`config.mk`:
```
export PLATFORM = sky130hd
export DESIGN_NAME = add_rr_arbiter_flat
export DESIGN_NICKNAME = d
export VERILOG_FILES = /design/src/rtl/add_rr_arbiter_if.sv /design/src/rtl/add_rr_arbiter.sv /design/src/flat_wrapper.sv
export SDC_FILE = /design/constraint.sdc
export NUM_CORES = 1
export LEC_CHECK = 0
export ABC_AREA = 0
export CORE_AREA = 5 5 158 160
export DETAILED_ROUTE_END_ITERATION = 10
export DIE_AREA = 0 0 163 165
export PLACE_DENSITY_LB_ADDON = 0.2
export SLEW_MARGIN = 20
export SYNTH_ARGS = -nofsm -noshare
export SYNTH_HDL_FRONTEND = slang
export SYNTH_SLANG_ARGS = --single-unit
export TNS_END_PERCENT = 10
```
`constraint.sdc`:
```
create_clock -name clk -period 3.3 [get_ports clk]
set_input_delay 0.66 -clock clk [delete_from_list [all_inputs] [get_ports clk]]
set_output_delay 0.66 -clock clk [all_outputs]
set_load 0.02 [all_outputs]
```
`src/rtl/add_rr_arbiter_if.sv`:
```
// Requester and adder-side handshake bundle for add_rr_arbiter.
// master = arbiter view, slave = environment (requesters + adder) view.
interface add_rr_arbiter_if #(
  parameter int NREQ = 4,
  parameter int W    = 32
);
  logic [NREQ*W-1:0] req_a;
  logic [NREQ*W-1:0] req_b;
  logic [NREQ-1:0]   req_vld;
  logic [NREQ-1:0]   req_rdy;
  logic [W-1:0]      resp_data;
  logic [NREQ-1:0]   resp_vld;
  logic [NREQ-1:0]   resp_rdy;
  logic [W-1:0]      add_in0;
  logic              add_in0_vld;
  logic              add_in0_rdy;
  logic [W-1:0]      add_in1;
  logic              add_in1_vld;
  logic              add_in1_rdy;
  logic [W-1:0]      add_out0;
  logic              add_out0_vld;
  logic              add_out0_rdy;
  logic              err;

  modport master (
    input  req_a, req_b, req_vld, resp_rdy,
    input  add_in0_rdy, add_in1_rdy, add_out0, add_out0_vld,
    output req_rdy, resp_data, resp_vld,
    output add_in0, add_in0_vld, add_in1, add_in1_vld, add_out0_rdy, err
  );

  modport slave (
    output req_a, req_b, req_vld, resp_rdy,
    output add_in0_rdy, add_in1_rdy, add_out0, add_out0_vld,
    input  req_rdy, resp_data, resp_vld,
    input  add_in0, add_in0_vld, add_in1, add_in1_vld, add_out0_rdy, err
  );
endinterface

```
`src/rtl/add_rr_arbiter.sv`:
```
// Round-robin sharing of one pipelined valid/ready adder among NREQ requesters.
// Winner indices go into an in-order tag FIFO that steers results back.
//
//   state | meaning
//   IDLE  | look for a request; grant only while the tag FIFO has room
//   ISSUE | present the granted operands until both adder channels accept
module add_rr_arbiter #(
  parameter int NREQ  = 4,
  parameter int W     = 32,
  parameter int DEPTH = 4
) (
  input logic clk,
  input logic rst,
  add_rr_arbiter_if.master bus
);
  localparam int TW = $clog2(NREQ);
  localparam int PW = (DEPTH > 1) ? $clog2(DEPTH) : 1;
  localparam int CW = $clog2(DEPTH + 1);

  typedef enum logic {IDLE = 1'b0, ISSUE = 1'b1} state_t;

  state_t          state, state_nxt;
  logic [TW-1:0]   rr_ptr, rr_nxt;
  logic [TW-1:0]   grant, grant_nxt;
  logic            sent0, sent1, sent0_nxt, sent1_nxt;
  logic            acc0, acc1;
  logic            found;
  logic [TW-1:0]   pick;
  logic            push, pop, empty;
  logic [TW-1:0]   fifo_mem [DEPTH];
  logic [PW-1:0]   wr_ptr, rd_ptr;
  logic [CW-1:0]   count;
  logic [TW-1:0]   head;
  logic            err_q;
  logic [NREQ-1:0] req_rdy_c;
  logic [NREQ-1:0] resp_vld_c;
  logic            in0_vld_c, in1_vld_c;

  function automatic logic [PW-1:0] ptr_inc(input logic [PW-1:0] p);
    return (p == PW'(DEPTH - 1)) ? '0 : p + PW'(1);
  endfunction

  // Round-robin pick: first valid requester after the last winner.
  always_comb begin
    logic [TW-1:0] idx;
    idx   = '0;
    found = 1'b0;
    pick  = '0;
    for (int k = 1; k <= NREQ; k++) begin
      idx = TW'((int'(rr_ptr) + k) % NREQ);
      if (!found && bus.req_vld[idx]) begin
        found = 1'b1;
        pick  = idx;
      end
    end
  end

  // Next-state and handshake outputs; a channel counts as accepted in the cycle its rdy is seen.
  always_comb begin
    state_nxt = state;
    grant_nxt = grant;
    rr_nxt    = rr_ptr;
    sent0_nxt = sent0;
    sent1_nxt = sent1;
    in0_vld_c = 1'b0;
    in1_vld_c = 1'b0;
    req_rdy_c = '0;
    push      = 1'b0;
    acc0      = 1'b0;
    acc1      = 1'b0;
    case (state)
      IDLE: begin
        if (found && (count < CW'(DEPTH))) begin
          grant_nxt = pick;
          rr_nxt    = pick;
          state_nxt = ISSUE;
        end
      end
      ISSUE: begin
        in0_vld_c = ~sent0;
        in1_vld_c = ~sent1;
        acc0      = sent0 | bus.add_in0_rdy;
        acc1      = sent1 | bus.add_in1_rdy;
        if (acc0 && acc1) begin
          req_rdy_c[grant] = 1'b1;
          push             = 1'b1;
          sent0_nxt        = 1'b0;
          sent1_nxt        = 1'b0;
          state_nxt        = IDLE;
        end else begin
          sent0_nxt = acc0;
          sent1_nxt = acc1;
        end
      end
      default: state_nxt = IDLE;
    endcase
  end

  // FSM, grant and round-robin pointer registers.
  always_ff @(posedge clk or negedge rst) begin
    if (!rst) begin
      state  <= IDLE;
      rr_ptr <= TW'(NREQ - 1);
      grant  <= '0;
      sent0  <= 1'b0;
      sent1  <= 1'b0;
    end else begin
      state  <= state_nxt;
      rr_ptr <= rr_nxt;
      grant  <= grant_nxt;
      sent0  <= sent0_nxt;
      sent1  <= sent1_nxt;
    end
  end

  // Tag FIFO pointers and occupancy; simultaneous push and pop leave count unchanged.
  always_ff @(posedge clk or negedge rst) begin
    if (!rst) begin
      wr_ptr <= '0;
      rd_ptr <= '0;
      count  <= '0;
    end else begin
      if (push) wr_ptr <= ptr_inc(wr_ptr);
      if (pop)  rd_ptr <= ptr_inc(rd_ptr);
      case ({push, pop})
        2'b10:   count <= count + CW'(1);
        2'b01:   count <= count - CW'(1);
        default: count <= count;
      endcase
    end
  end

  // Tag storage; contents are only meaningful below count, so no reset needed.
  always_ff @(posedge clk) begin
    if (push) fifo_mem[wr_ptr] <= grant;
  end

  // Sticky error: adder produced a result nobody is waiting for.
  always_ff @(posedge clk or negedge rst) begin
    if (!rst)                          err_q <= 1'b0;
    else if (bus.add_out0_vld && empty) err_q <= 1'b1;
  end

  assign head  = fifo_mem[rd_ptr];
  assign empty = (count == '0);

  // Steer the result valid to the requester at the FIFO head.
  always_comb begin
    resp_vld_c = '0;
    if (bus.add_out0_vld && !empty) resp_vld_c[head] = 1'b1;
  end

  assign pop              = bus.add_out0_vld & bus.add_out0_rdy;
  assign bus.add_out0_rdy = ~empty & bus.resp_rdy[head];
  assign bus.resp_vld     = resp_vld_c;
  assign bus.resp_data    = bus.add_out0;
  assign bus.req_rdy      = req_rdy_c;
  assign bus.add_in0      = bus.req_a[int'(grant)*W +: W];
  assign bus.add_in1      = bus.req_b[int'(grant)*W +: W];
  assign bus.add_in0_vld  = in0_vld_c;
  assign bus.add_in1_vld  = in1_vld_c;
  assign bus.err          = err_q;
endmodule
```
`src/flat_wrapper.sv`:
```
// flat-port wrapper written by rule: the top's interface ports become plain ports
module add_rr_arbiter_flat 
#(
  parameter int NREQ  = 4,
  parameter int W     = 32,
  parameter int DEPTH = 4
)
  (clk, rst, bus_req_a, bus_req_b, bus_req_vld, bus_resp_rdy, bus_add_in0_rdy, bus_add_in1_rdy, bus_add_out0, bus_add_out0_vld, bus_req_rdy, bus_resp_data, bus_resp_vld, bus_add_in0, bus_add_in0_vld, bus_add_in1, bus_add_in1_vld, bus_add_out0_rdy, bus_err);
  add_rr_arbiter_if #(.NREQ(NREQ), .W(W)) bus_i ();
  input logic clk;
  input logic rst;
  input wire logic [$bits(bus_i.req_a)-1:0] bus_req_a;
  input wire logic [$bits(bus_i.req_b)-1:0] bus_req_b;
  input wire logic [$bits(bus_i.req_vld)-1:0] bus_req_vld;
  input wire logic [$bits(bus_i.resp_rdy)-1:0] bus_resp_rdy;
  input wire logic [$bits(bus_i.add_in0_rdy)-1:0] bus_add_in0_rdy;
  input wire logic [$bits(bus_i.add_in1_rdy)-1:0] bus_add_in1_rdy;
  input wire logic [$bits(bus_i.add_out0)-1:0] bus_add_out0;
  input wire logic [$bits(bus_i.add_out0_vld)-1:0] bus_add_out0_vld;
  output wire logic [$bits(bus_i.req_rdy)-1:0] bus_req_rdy;
  output wire logic [$bits(bus_i.resp_data)-1:0] bus_resp_data;
  output wire logic [$bits(bus_i.resp_vld)-1:0] bus_resp_vld;
  output wire logic [$bits(bus_i.add_in0)-1:0] bus_add_in0;
  output wire logic [$bits(bus_i.add_in0_vld)-1:0] bus_add_in0_vld;
  output wire logic [$bits(bus_i.add_in1)-1:0] bus_add_in1;
  output wire logic [$bits(bus_i.add_in1_vld)-1:0] bus_add_in1_vld;
  output wire logic [$bits(bus_i.add_out0_rdy)-1:0] bus_add_out0_rdy;
  output wire logic [$bits(bus_i.err)-1:0] bus_err;
  assign bus_i.req_a = bus_req_a;
  assign bus_i.req_b = bus_req_b;
  assign bus_i.req_vld = bus_req_vld;
  assign bus_i.resp_rdy = bus_resp_rdy;
  assign bus_i.add_in0_rdy = bus_add_in0_rdy;
  assign bus_i.add_in1_rdy = bus_add_in1_rdy;
  assign bus_i.add_out0 = bus_add_out0;
  assign bus_i.add_out0_vld = bus_add_out0_vld;
  assign bus_req_rdy = bus_i.req_rdy;
  assign bus_resp_data = bus_i.resp_data;
  assign bus_resp_vld = bus_i.resp_vld;
  assign bus_add_in0 = bus_i.add_in0;
  assign bus_add_in0_vld = bus_i.add_in0_vld;
  assign bus_add_in1 = bus_i.add_in1;
  assign bus_add_in1_vld = bus_i.add_in1_vld;
  assign bus_add_out0_rdy = bus_i.add_out0_rdy;
  assign bus_err = bus_i.err;
  add_rr_arbiter #(.NREQ(NREQ), .W(W), .DEPTH(DEPTH)) u_core (.clk(clk), .rst(rst), .bus(bus_i));
endmodule
```
==> flow_summary.toml <==
[synth]
synth_top_area_share = 0.490
synth_area_leaders = "mux4_2 49%, dfrtp_1 11%, buf_4 8.0%, edfxtp_1 8.0%, ha_1 2.5%"
yosys.area.top_type = "mux4_2"
synth.cell_area_mm2 = 0.00299
yosysSeqAreaShare = 0.207
yosys.cell_types.count = 36
avgSynthCellArea_um2 = 13.3
synth.ff_latch_count = 23
yosysMostFrequentCell = "mux4_2"
syn_nets = 532
ys.warnings.count = 0
postSynthCellCount = 224
ys_top_cells_by_count = "65 x mux4_2, 32 x buf_4, 15 x nor2_1"
synth_edf_count = 8
synthFlopType = "dfrtp_1"
async_reset_ff_frac = 0.652

[cts]
tritoncts = "yes"
postCtsSetupBuffers = 0
cts_sinks = 23
cts_buffers = 3
root_buffer = "clkbuf_16"
worst_skew_pair.late_latency_ns = 0.26
cts_max_path_buffers = 2
h-tree-depth = 1
post_cts_resized = 0
clk_pin_slew_ns = 0.06
holdBufCountCts = 0

[sta]
rsz0062_at_grt = "false"
skew_ns = 0.00364
period_needed_ns = 3.14
timing.setup.tns_ns = 0
worst_slew_pin_slew_ns = 0.689
hold_viol = 0
finalCritPeriodShare = 0.950
max-slew-margin-rel = 0.539
fmax_ghz = 0.319
finalSetupViolCount = 0
slew_violations = 0

[global_route]
grt_max_degree = 39
antenna_found_initial = 2
grt_pass1_vias = 3727
grt_usage = 0.114
grt_pass1_wl_mm = 23.5
grt_overflow_total = 0

[worst_setup_path]
r2r_start = "u_core.rd_ptr[0]$_DFFE_PN0P_"
critPathMaxFanout = 5
reg2regPathDepth = 11
crit_path_end_kind = "output pin"
reg2reg_setup_slack_ns = 0.37
required_ns = 2.64
start_kind = "flip-flop"
critical_path_arrival_ns = 2.48
worstReg2RegEnd = "u_core.count[2]$_DFFE_PN0P_"
worstSetupPathType = "flip-flop to output pin"

[worst_hold_path]
hold_start = "u_core.bus.err$_DFFE_PN0P_"
hold_path_end = "u_core.bus.err$_DFFE_PN0P_"
min_path_type = "flip-flop to flip-flop"
hold_depth = 1

[die]
ios = 409
initial_core_util = 0.128
die-area_mm2 = 0.0269
coreArea_mm2 = 0.0233
rows = 56
fp.dieW_um = 163
die_h_um = 165

[finish]
multiInputGateArea_mm2 = 0.00202
num-nets-final = 839
n_antenna_cell = 0
fillers = 2426
utilization = 0.288
regArea_um2 = 626
area.growth.synth_to_final_pct = 125
drive_gt1_frac = 0.160

[drt]
wl_met1_mm = 6.24
top_layer = "met5"
drc_errors = 0
drt-vias-per-instance = 3.93
ant_nets = 0
drtPass1Iterations = 4
drt_iter0_markers = 137
routed_wirelength_mm = 17.2
vias = 3340
wl_met3_mm = 1.78
wl_per_cell_um = 20.3
met2WireLength_mm = 9.01

[power_and_ir_drop]
p_per_area_mw_per_mm2 = 698
vdd_drop_max_uv = 256
leakagePower_uw = 0.00239

[place]
hpwl_mm = 15.6
place.gp.congestion = 0.847
portBuffers = 344

[run]
maxCapViolCount = 0

[outcome]
status = "complete, no violations"
-- critical path, stage by stage, from the launching register on --
cell	delay [ns]
dfrtp_1	0.44
mux4_1	0.62
inv_1	0.12
mux2_2	0.35
nor2_1	0.08
clkdlybuf4s50_1	0.61
-- registers in the layout, summed over array words and instances (netlist names) --
signal / cells
u_core.fifo_mem: 8
u_core.count: 3
u_core.grant: 2
u_core.rd_ptr: 2
u_core.rr_ptr: 2
u_core.wr_ptr: 2
u_core.bus.err: 1
u_core.sent0: 1
u_core.sent1: 1
u_core.state: 1
-- power by group --
group	switching (µW)	internal, µW	leakage, µW	total (µW)
Clock	95.9	163	0.0000409	259
Sequential	215	441	0.000244	656
Combinational	1650	2120	0.00211	3770
-- final cells by class --
type,instances,share of cell area
clock buffers,3,0.0112
flip-flops and latches,23,0.0933
multi-input cells,142,0.301
clock inverters,1,0.000746
repair buffers,351,0.529
inverters,10,0.00560
well taps,319,0.0595
-- kinds of logic (layout without fill, tap and decap cells) --
| group | Yosys count | after routing | share of synthesized area |
|---|---|---|---|
| multiplexers | 73 | 73 | 0.527 |
| buffers and inverters | 59 | 365 | 0.117 |
| AND/OR/NAND/NOR | 40 | 40 | 0.0679 |
| flip-flops | 23 | 23 | 0.207 |
| AO/OA/AOI/OAI | 19 | 19 | 0.0407 |
| adder cells (fa/ha/maj) | 7 | 7 | 0.0319 |
| XOR/XNOR | 3 | 3 | 0.00880 |
-- layout by cell type (no fill, tap or decap), types with 2 or more instances in the layout --
cell,n
inv_1,10
clkdlybuf4s50_1,344
mux2_2,2
buf_12,4
nand2_1,4
mux2_4,2
o21ai_0,6
dfrtp_4,2
mux4_2,65
nor2_1,15
nor3_1,5
o21a_1,3
xor2_1,2
a21oi_1,3
mux2i_1,3
and2_1,4
buf_4,3
clkbuf_16,3
dfrtp_1,11
a21o_1,2
nor3b_1,2
edfxtp_1,8
nor2b_1,4
nand2b_1,2
ha_1,6
dfstp_2,2
-- routing by layer --
layer,vias to the layer above,GRT usage
met5,-,0
met4,2,0.0194
met3,18,0.0422
met2,211,0.200
met1,1629,0.137
li1,1480,-
-- worst max path at each step --
stage / start / end / cells past startpoint
floorplan: u_core.rd_ptr[0]$_DFFE_PN0P_ / u_core.count[2]$_DFFE_PN0P_ / 11
global placement: bus_add_in1_rdy / bus_req_rdy[2] / 6
detailed placement: bus_add_in1_rdy / bus_req_rdy[2] / 6
CTS: u_core.rd_ptr[0]$_DFFE_PN0P_ / bus_add_out0_rdy / 5
global route: bus_add_in1_rdy / bus_req_rdy[2] / 6
finish: u_core.rd_ptr[0]$_DFFE_PN0P_ / bus_add_out0_rdy / 5
-- per-stage QoR --
step                power, µW  setup slack, ns  hold slack [ns]  cell area (µm²)  instances
floorplan                2800            0.513            0.364             2990        224
global placement         4460            0.228            0.444             6630        845
detailed placement       4490            0.170            0.452             6630        845
CTS                      4780            0.138            0.466             6710        849
global route             4980           0.0739            0.473             6710        849
finish                   4680            0.164            0.458             6710        849
Note: power is estimated with default switching activity, not from simulation.
